## src/rtl/serial_2wire_arbiter_pkg.sv

```systemverilog
// serial_arb_pkg: arbiter state type and round-robin pick helper
package serial_arb_pkg;
  typedef enum logic [1:0] {Idle, Grant, Active, Release} t_arb_state;
  localparam int MAX_REQ = 32;
  typedef struct packed {
    logic       found;
    logic [4:0] index;
  } t_rr_pick;
  function automatic t_rr_pick rr_pick(input logic [MAX_REQ-1:0] enables, input int num, input int last);
    int idx;
    rr_pick = '0;
    for (int k = MAX_REQ; k >= 1; k--) begin
      idx = last + k;
      idx = idx >= num ? idx - num : idx;
      if (k <= num && enables[5'(idx)]) rr_pick = '{found: 1'b1, index: 5'(idx)};
    end
  endfunction
endpackage

```

## src/rtl/serial_2wire_arbiter_if.sv

```systemverilog
// serial_2wire_arbiter_if: requester-side and serial-master-side signals of the arbiter
interface serial_2wire_arbiter_if #(
  parameter int NUM_REQ   = 2,
  parameter int BITS      = 8,
  parameter int ADDR_BITS = 8,
  parameter int REQ_BITS  = $clog2(NUM_REQ)
);
  logic [NUM_REQ-1:0]                in_req_enable;
  logic [NUM_REQ-1:0]                in_req_write;
  logic [NUM_REQ-1:0][ADDR_BITS-1:0] in_req_addr_write;
  logic [NUM_REQ-1:0][ADDR_BITS-1:0] in_req_addr_read;
  logic [NUM_REQ-1:0][BITS-1:0]      in_req_data;
  logic [BITS-1:0]                   out_req_data;
  logic [NUM_REQ-1:0]                out_req_next_word;
  logic [NUM_REQ-1:0]                out_req_ready;
  logic [NUM_REQ-1:0]                out_req_error;
  logic                              out_grant_valid;
  logic [REQ_BITS-1:0]               out_grant;
  logic                              out_ser_enable;
  logic                              out_ser_write;
  logic [ADDR_BITS-1:0]              out_ser_addr_write;
  logic [ADDR_BITS-1:0]              out_ser_addr_read;
  logic [BITS-1:0]                   out_ser_data;
  logic [BITS-1:0]                   in_ser_data;
  logic                              in_ser_ready;
  logic                              in_ser_next_word;
  logic                              in_ser_error;
  modport slave (
    input  in_req_enable, in_req_write, in_req_addr_write, in_req_addr_read, in_req_data,
    input  in_ser_data, in_ser_ready, in_ser_next_word, in_ser_error,
    output out_req_data, out_req_next_word, out_req_ready, out_req_error,
    output out_grant_valid, out_grant,
    output out_ser_enable, out_ser_write, out_ser_addr_write, out_ser_addr_read, out_ser_data
  );
  modport master (
    output in_req_enable, in_req_write, in_req_addr_write, in_req_addr_read, in_req_data,
    output in_ser_data, in_ser_ready, in_ser_next_word, in_ser_error,
    input  out_req_data, out_req_next_word, out_req_ready, out_req_error,
    input  out_grant_valid, out_grant,
    input  out_ser_enable, out_ser_write, out_ser_addr_write, out_ser_addr_read, out_ser_data
  );
endinterface

```

## src/rtl/serial_2wire_arbiter.sv

```systemverilog
// serial_2wire_arbiter: round-robin sharing of one serial_2wire master between NUM_REQ clients
module serial_2wire_arbiter
  import serial_arb_pkg::*;
#(
  parameter int NUM_REQ      = 2,
  parameter int BITS         = 8,
  parameter int ADDR_BITS    = 8,
  parameter int HOLD_TIMEOUT = 0,
  parameter int REQ_BITS     = $clog2(NUM_REQ)
) (
  input logic                   in_clk,
  input logic                   in_rst,
  serial_2wire_arbiter_if.slave bus
);
  t_arb_state          state, state_nx;
  logic [REQ_BITS-1:0] grant, rr_last;
  logic                grant_valid, live, req_en, timeout;
  logic [31:0]         hold_ctr;
  logic [MAX_REQ-1:0]  en_w;
  t_rr_pick            pick;
  assign en_w    = MAX_REQ'(bus.in_req_enable);
  assign pick    = rr_pick(en_w, NUM_REQ, int'(rr_last));
  assign req_en  = bus.in_req_enable[grant];
  assign timeout = state == Active && HOLD_TIMEOUT != 0 && hold_ctr == 32'(HOLD_TIMEOUT - 1);
  // live keeps every ready low until the first clock after reset
  always_ff @(posedge in_clk or negedge in_rst)
    if (!in_rst) begin
      state       <= Idle;
      grant       <= '0;
      grant_valid <= 1'b0;
      rr_last     <= REQ_BITS'(NUM_REQ - 1);
      hold_ctr    <= '0;
      live        <= 1'b0;
    end else begin
      state <= state_nx;
      live  <= 1'b1;
      if (state == Idle && state_nx == Grant) begin
        grant       <= REQ_BITS'(pick.index);
        grant_valid <= 1'b1;
      end
      if (state == Active) hold_ctr <= hold_ctr + 32'd1;
      if (state == Release && state_nx == Idle) begin
        rr_last     <= grant;
        grant_valid <= 1'b0;
        hold_ctr    <= '0;
      end
    end
  always_comb
    state_nx = state == Idle   ? ((pick.found && bus.in_ser_ready) ? Grant : Idle) :
               state == Grant  ? Active :
               state == Active ? ((!req_en || timeout) ? Release : Active) :
                                 (bus.in_ser_ready ? Idle : Release);
  always_comb begin
    bus.out_grant_valid    = grant_valid;
    bus.out_grant          = grant;
    bus.out_ser_enable     = state == Active && req_en;
    bus.out_ser_write      = grant_valid && bus.in_req_write[grant];
    bus.out_ser_addr_write = grant_valid ? bus.in_req_addr_write[grant] : '0;
    bus.out_ser_addr_read  = grant_valid ? bus.in_req_addr_read[grant] : '0;
    bus.out_ser_data       = grant_valid ? bus.in_req_data[grant] : '0;
    bus.out_req_data       = bus.in_ser_data;
    bus.out_req_next_word  = '0;
    bus.out_req_error      = '0;
    bus.out_req_ready      = '0;
    for (int i = 0; i < NUM_REQ; i++)
      bus.out_req_ready[i] = live && bus.in_ser_ready && (state == Idle || (grant_valid && grant == REQ_BITS'(i)));
    if (grant_valid) begin
      bus.out_req_next_word[grant] = bus.in_ser_next_word;
      bus.out_req_error[grant]     = bus.in_ser_error || timeout;
    end
  end
endmodule

```

## src/flat_wrapper.sv

```systemverilog
// flat-port wrapper written by rule: the top's interface ports become plain ports
module serial_2wire_arbiter_flat import serial_arb_pkg::*;
#(
  parameter int NUM_REQ      = 2,
  parameter int BITS         = 8,
  parameter int ADDR_BITS    = 8,
  parameter int HOLD_TIMEOUT = 0,
  parameter int REQ_BITS     = $clog2(NUM_REQ)
)
  (in_clk, in_rst, bus_in_req_enable, bus_in_req_write, bus_in_req_addr_write, bus_in_req_addr_read, bus_in_req_data, bus_in_ser_data, bus_in_ser_ready, bus_in_ser_next_word, bus_in_ser_error, bus_out_req_data, bus_out_req_next_word, bus_out_req_ready, bus_out_req_error, bus_out_grant_valid, bus_out_grant, bus_out_ser_enable, bus_out_ser_write, bus_out_ser_addr_write, bus_out_ser_addr_read, bus_out_ser_data);
  serial_2wire_arbiter_if #(.NUM_REQ(NUM_REQ), .BITS(BITS), .ADDR_BITS(ADDR_BITS), .REQ_BITS(REQ_BITS)) bus_i ();
  input logic in_clk;
  input logic in_rst;
  input wire logic [$bits(bus_i.in_req_enable)-1:0] bus_in_req_enable;
  input wire logic [$bits(bus_i.in_req_write)-1:0] bus_in_req_write;
  input wire logic [$bits(bus_i.in_req_addr_write)-1:0] bus_in_req_addr_write;
  input wire logic [$bits(bus_i.in_req_addr_read)-1:0] bus_in_req_addr_read;
  input wire logic [$bits(bus_i.in_req_data)-1:0] bus_in_req_data;
  input wire logic [$bits(bus_i.in_ser_data)-1:0] bus_in_ser_data;
  input wire logic [$bits(bus_i.in_ser_ready)-1:0] bus_in_ser_ready;
  input wire logic [$bits(bus_i.in_ser_next_word)-1:0] bus_in_ser_next_word;
  input wire logic [$bits(bus_i.in_ser_error)-1:0] bus_in_ser_error;
  output wire logic [$bits(bus_i.out_req_data)-1:0] bus_out_req_data;
  output wire logic [$bits(bus_i.out_req_next_word)-1:0] bus_out_req_next_word;
  output wire logic [$bits(bus_i.out_req_ready)-1:0] bus_out_req_ready;
  output wire logic [$bits(bus_i.out_req_error)-1:0] bus_out_req_error;
  output wire logic [$bits(bus_i.out_grant_valid)-1:0] bus_out_grant_valid;
  output wire logic [$bits(bus_i.out_grant)-1:0] bus_out_grant;
  output wire logic [$bits(bus_i.out_ser_enable)-1:0] bus_out_ser_enable;
  output wire logic [$bits(bus_i.out_ser_write)-1:0] bus_out_ser_write;
  output wire logic [$bits(bus_i.out_ser_addr_write)-1:0] bus_out_ser_addr_write;
  output wire logic [$bits(bus_i.out_ser_addr_read)-1:0] bus_out_ser_addr_read;
  output wire logic [$bits(bus_i.out_ser_data)-1:0] bus_out_ser_data;
  assign bus_i.in_req_enable = bus_in_req_enable;
  assign bus_i.in_req_write = bus_in_req_write;
  assign bus_i.in_req_addr_write = bus_in_req_addr_write;
  assign bus_i.in_req_addr_read = bus_in_req_addr_read;
  assign bus_i.in_req_data = bus_in_req_data;
  assign bus_i.in_ser_data = bus_in_ser_data;
  assign bus_i.in_ser_ready = bus_in_ser_ready;
  assign bus_i.in_ser_next_word = bus_in_ser_next_word;
  assign bus_i.in_ser_error = bus_in_ser_error;
  assign bus_out_req_data = bus_i.out_req_data;
  assign bus_out_req_next_word = bus_i.out_req_next_word;
  assign bus_out_req_ready = bus_i.out_req_ready;
  assign bus_out_req_error = bus_i.out_req_error;
  assign bus_out_grant_valid = bus_i.out_grant_valid;
  assign bus_out_grant = bus_i.out_grant;
  assign bus_out_ser_enable = bus_i.out_ser_enable;
  assign bus_out_ser_write = bus_i.out_ser_write;
  assign bus_out_ser_addr_write = bus_i.out_ser_addr_write;
  assign bus_out_ser_addr_read = bus_i.out_ser_addr_read;
  assign bus_out_ser_data = bus_i.out_ser_data;
  serial_2wire_arbiter #(.NUM_REQ(NUM_REQ), .BITS(BITS), .ADDR_BITS(ADDR_BITS), .HOLD_TIMEOUT(HOLD_TIMEOUT), .REQ_BITS(REQ_BITS)) u_core (.in_clk(in_clk), .in_rst(in_rst), .bus(bus_i));
endmodule
```

## config.mk

```make
export PLATFORM = sky130hd
export DESIGN_NAME = serial_2wire_arbiter_flat
export DESIGN_NICKNAME = d
export VERILOG_FILES = /design/src/rtl/serial_2wire_arbiter_pkg.sv /design/src/rtl/serial_2wire_arbiter_if.sv /design/src/rtl/serial_2wire_arbiter.sv /design/src/flat_wrapper.sv
export SDC_FILE = /design/constraint.sdc
export NUM_CORES = 1
export LEC_CHECK = 0
export ABC_AREA = 1
export BUFFER_PORTS_ARGS = -buffer_cell sky130_fd_sc_hd__buf_2
export CORE_MARGIN = 2
export CORE_UTILIZATION = 35
export CTS_CLUSTER_SIZE = 30
export DETAILED_ROUTE_END_ITERATION = 10
export PLACE_DENSITY = 0.93
export SYNTH_ARGS = -nofsm -noshare
export SYNTH_HDL_FRONTEND = slang
export SYNTH_SLANG_ARGS = --single-unit
export TNS_END_PERCENT = 20
```

## constraint.sdc

```tcl
create_clock -name in_clk -period 1.7 [get_ports in_clk]
set_input_delay 0.17 -clock in_clk [delete_from_list [all_inputs] [get_ports in_clk]]
set_output_delay 0.17 -clock in_clk [all_outputs]
set_load 0.02 [all_outputs]
```

==> reports/qor.log <==
INFO  clock_tree     cts_tree=done
INFO  sta            worst_case_hold_slack=0.220ns
INFO  critical_path  worstPathMaxFanout=29
INFO  sta            number_of_hold_slack_violations_in_the_final_timing_report=0
INFO  critical_path  setup.worst_path.class=reg -> out
INFO  sta            tns=0ns
INFO  grt            grt_first_pass_wirelength=3.46mm
INFO  power_and_ir_drop combPwrFrac=78.0%
INFO  run_status     run_status=completed
INFO  critical_path  r2r_setup_slack=0.56ns
INFO  floorplanning  floorplan.rows=17
INFO  yosys          syn_inst=135
INFO  placement      detailed_place_hpwl=1.97mm
INFO  critical_path  timing.critical_path.to_type=output pin
INFO  drt            routed_wl=2.44mm
INFO  drt            route.antenna.remaining_nets=0
INFO  grt            grt_antenna_before_repair=0
INFO  sta            timing.clock.skew=0.00207ns
INFO  grt            gr-total-overflow=0
INFO  clock_tree     clock-sinks=6
INFO  clock_tree     cts-root-buf=clkbuf_4
INFO  clock_tree     cts_made_buffers=3
INFO  yosys          part_of_the_yosys_area_used_for_sequential_elements=17.7%
INFO  power_and_ir_drop irDropWorstVdd=818uV
INFO  placement      numPortBuffers=90
INFO  grt            global_route.usage.total=16.3%
INFO  min_path       worst_hold_check_path_type=in -> reg
INFO  floorplanning  core_area=0.00225sqmm
INFO  cells_and_area nets=283
INFO  drt            vias=1112
INFO  floorplanning  ios=107
INFO  cells_and_area diode_insertion_count_for_antenna_repair=0
INFO  drt            detail_route.drc_violations=0
INFO  sta            rsz0062_at_grt=no
INFO  drt            dr.first_iter.drc_count=8
INFO  flow_run       max-cap-violations=0
INFO  yosys          ys_warn_count=0
INFO  clock_tree     clk_path_buf_depth=2
INFO  grt            vias_in_the_first_global_route=880
INFO  power_and_ir_drop share_clk_of_total_power=7.6%
INFO  sta            final.min_clock_period=1.57ns
INFO  clock_tree     clkTransAtPathRegs=0.04ns
INFO  floorplanning  chipWidth=53.5microns
INFO  critical_path  cp_slowest_cell=dfrtp_1
INFO  critical_path  path_delay_family=buffers and inverters
INFO  critical_path  worst_endpoint_required_time=1.53ns
INFO  cells_and_area layout.filler_cells=238
INFO  critical_path  worst_ep_arrival_time=1.40ns
INFO  sta            achievable-frequency=638MHz
INFO  yosys          netlist.top_cell.by_area=nand2_1
INFO  floorplanning  initial_utilization=38.0%
INFO  cells_and_area area_delta_synth_final=48.2%
INFO  power_and_ir_drop share_seq_of_total_power=14.4%
INFO  critical_path  crit_path_cell_trace=buf_4, nand2_1, a21oi_1, buf_2
INFO  critical_path  cp_num_buf_inv=2
INFO  power_and_ir_drop power_switching=1.06mW
INFO  placement      routabilityCongestion=0.730
INFO  clock_tree     clock_tree.htree_level_count=1
INFO  floorplanning  chipHeight=53.5microns
INFO  critical_path  max_stage_delay=0.35ns
INFO  power_and_ir_drop power.density_cell_area=1440mW/mm^2
INFO  sta            timing.final.max_slew_violations=0
INFO  power_and_ir_drop cell_internal_pwr=0.764mW
INFO  power_and_ir_drop switching_share=58.1%
INFO  critical_path  crit_path_start_kind=flop
INFO  yosys          post_synth.cell_area_avg=6.35squm
INFO  cells_and_area drive_gt1_share=58.5%
INFO  drt            viasPerCell=4.54
INFO  clock_tree     clock_insertion_delay_worst_skew=0.24ns
INFO  yosys          synth.net_count=200
INFO  yosys          ys_top_cells_by_area=nand2_1 23%, a21oi_2 19%, dfrtp_1 15%
INFO  drt            drt_pre_antenna_iters=4
INFO  grt            maximum_number_of_pins_on_one_net_before_global_route_repair=30
INFO  yosys          synth.top_cell.area_share=22.8%
INFO  yosys          synth_seq_cells=6
INFO  floorplanning  die-area=0.00286sqmm
INFO  sta            final-setup-viol-count=0
INFO  power_and_ir_drop total_leakage_power=0.761nW
INFO  yosys          yosysUniqueCellTypes=18
INFO  yosys          post_synth_instance_area=857squm
INFO  drt            wl_per_cell=9.96microns
INFO  sta            finalCritPeriodShare=92.2%
state kept, by name, summed over array words and instances, names as in the netlist:
register,count
u_core.bus.out_grant,1
u_core.bus.out_grant_valid,1
u_core.state,2
u_core.rr_last,1
u_core.live,1
final timing paths:
kind / startpoint / endpoint / depth (start not counted)
setup / recovery: u_core.bus.out_grant / bus_out_req_ready[1] / 4
hold / removal: bus_in_req_enable[0] / u_core.bus.out_grant / 4
setup reg to reg: u_core.bus.out_grant / u_core.state[0] / 5
hold reg to reg: u_core.rr_last / u_core.rr_last / 2
max in group asynchronous: in_rst / u_core.rr_last / 2
min in group asynchronous: in_rst / u_core.live / 2
cell families after synthesis:
logic type	share of synthesized area [%]
AO/OA/AOI/OAI	26.4
buffers and inverters	20.4
AND/OR/NAND/NOR	35.0
other	0.438
flip-flops	17.7
layout by cell type, fill, tap and decap left out, drive strengths merged:
cell          n
a21oi        30
buf          92
clkbuf        4
clkinv        1
conb          1
dfrtp         5
dfstp         1
dlygate4sd3   1
inv           9
nand2        61
nand3         4
nor2          7
o21ai         1
synthesized netlist by cell type, drive strengths merged:
master	n
a21oi	30
conb	1
o21ai	1
buf	15
nand2	61
inv	10
dfrtp	5
dfstp	1
nand3	4
nor2	7
metrics by stage:
stage	cell area (sq um)	instances	total power [mW]	utilization, %	setup slack, ns
global placement	1230	240	1.67	54.7	0.346
CTS	1270	245	1.84	56.3	0.0527
global route	1270	245	1.99	56.3	0.0198
finish	1270	245	1.82	56.3	0.132
detailed placement	1230	240	1.70	54.7	0.316
floorplan	857	135	1.41	-	0.409
area by class of cell:
class                      instances  area, sq um  area share [%]
clock buffer                       4         26.3            2.07
inverter                          10         38.8            3.05
timing repair buffer              93          488            38.4
tap                               28         35.0            2.76
multi-input combinational        104          531            41.8
sequential                         6          151            11.9
worst reg2reg max path, stage by stage (launching register included):
cell and delay, ns:
dfrtp_1 0.35, clkinv_2 0.30, nand2_1 0.17, nand3_1 0.10, nand2_1 0.07, nand2_1 0.04
metal layers:
| layer | track usage, % | part of all wire, % | vias to the layer above |
|---|---|---|---|
| met2 | 29.6 | 51 | 57 |
| li1 | - | - | 580 |
| met3 | 5.93 | 13 | 2 |
| met1 | 17.3 | 35 | 473 |
| met5 | 0 | 0 | - |
| met4 | 4.70 | 0.082 | 0 |
repair_timing:
| item | 4_1_cts | 5_1_grt |
|---|---|---|
| resized for setup | 0 | 1 |
| endpoints found under the setup margin | 0 | 1 |
| hold buffers | 1 | 0 |
| hold endpoints to repair | 6 | 0 |
| buffers inserted | 0 | 0 |
power by group through the flow:
stage          combinational [mW]  sequential, mW  clock [mW]
6_report                     1.42           0.263       0.139
3_5_place_dp                 1.43           0.263           0
2_1_floorplan                1.12           0.287           0
4_1_cts                      1.44           0.261       0.145
3_3_place_gp                 1.41           0.261           0
5_1_grt                      1.56           0.268       0.164
No activity file was read; power rests on OpenSTA's default activity.
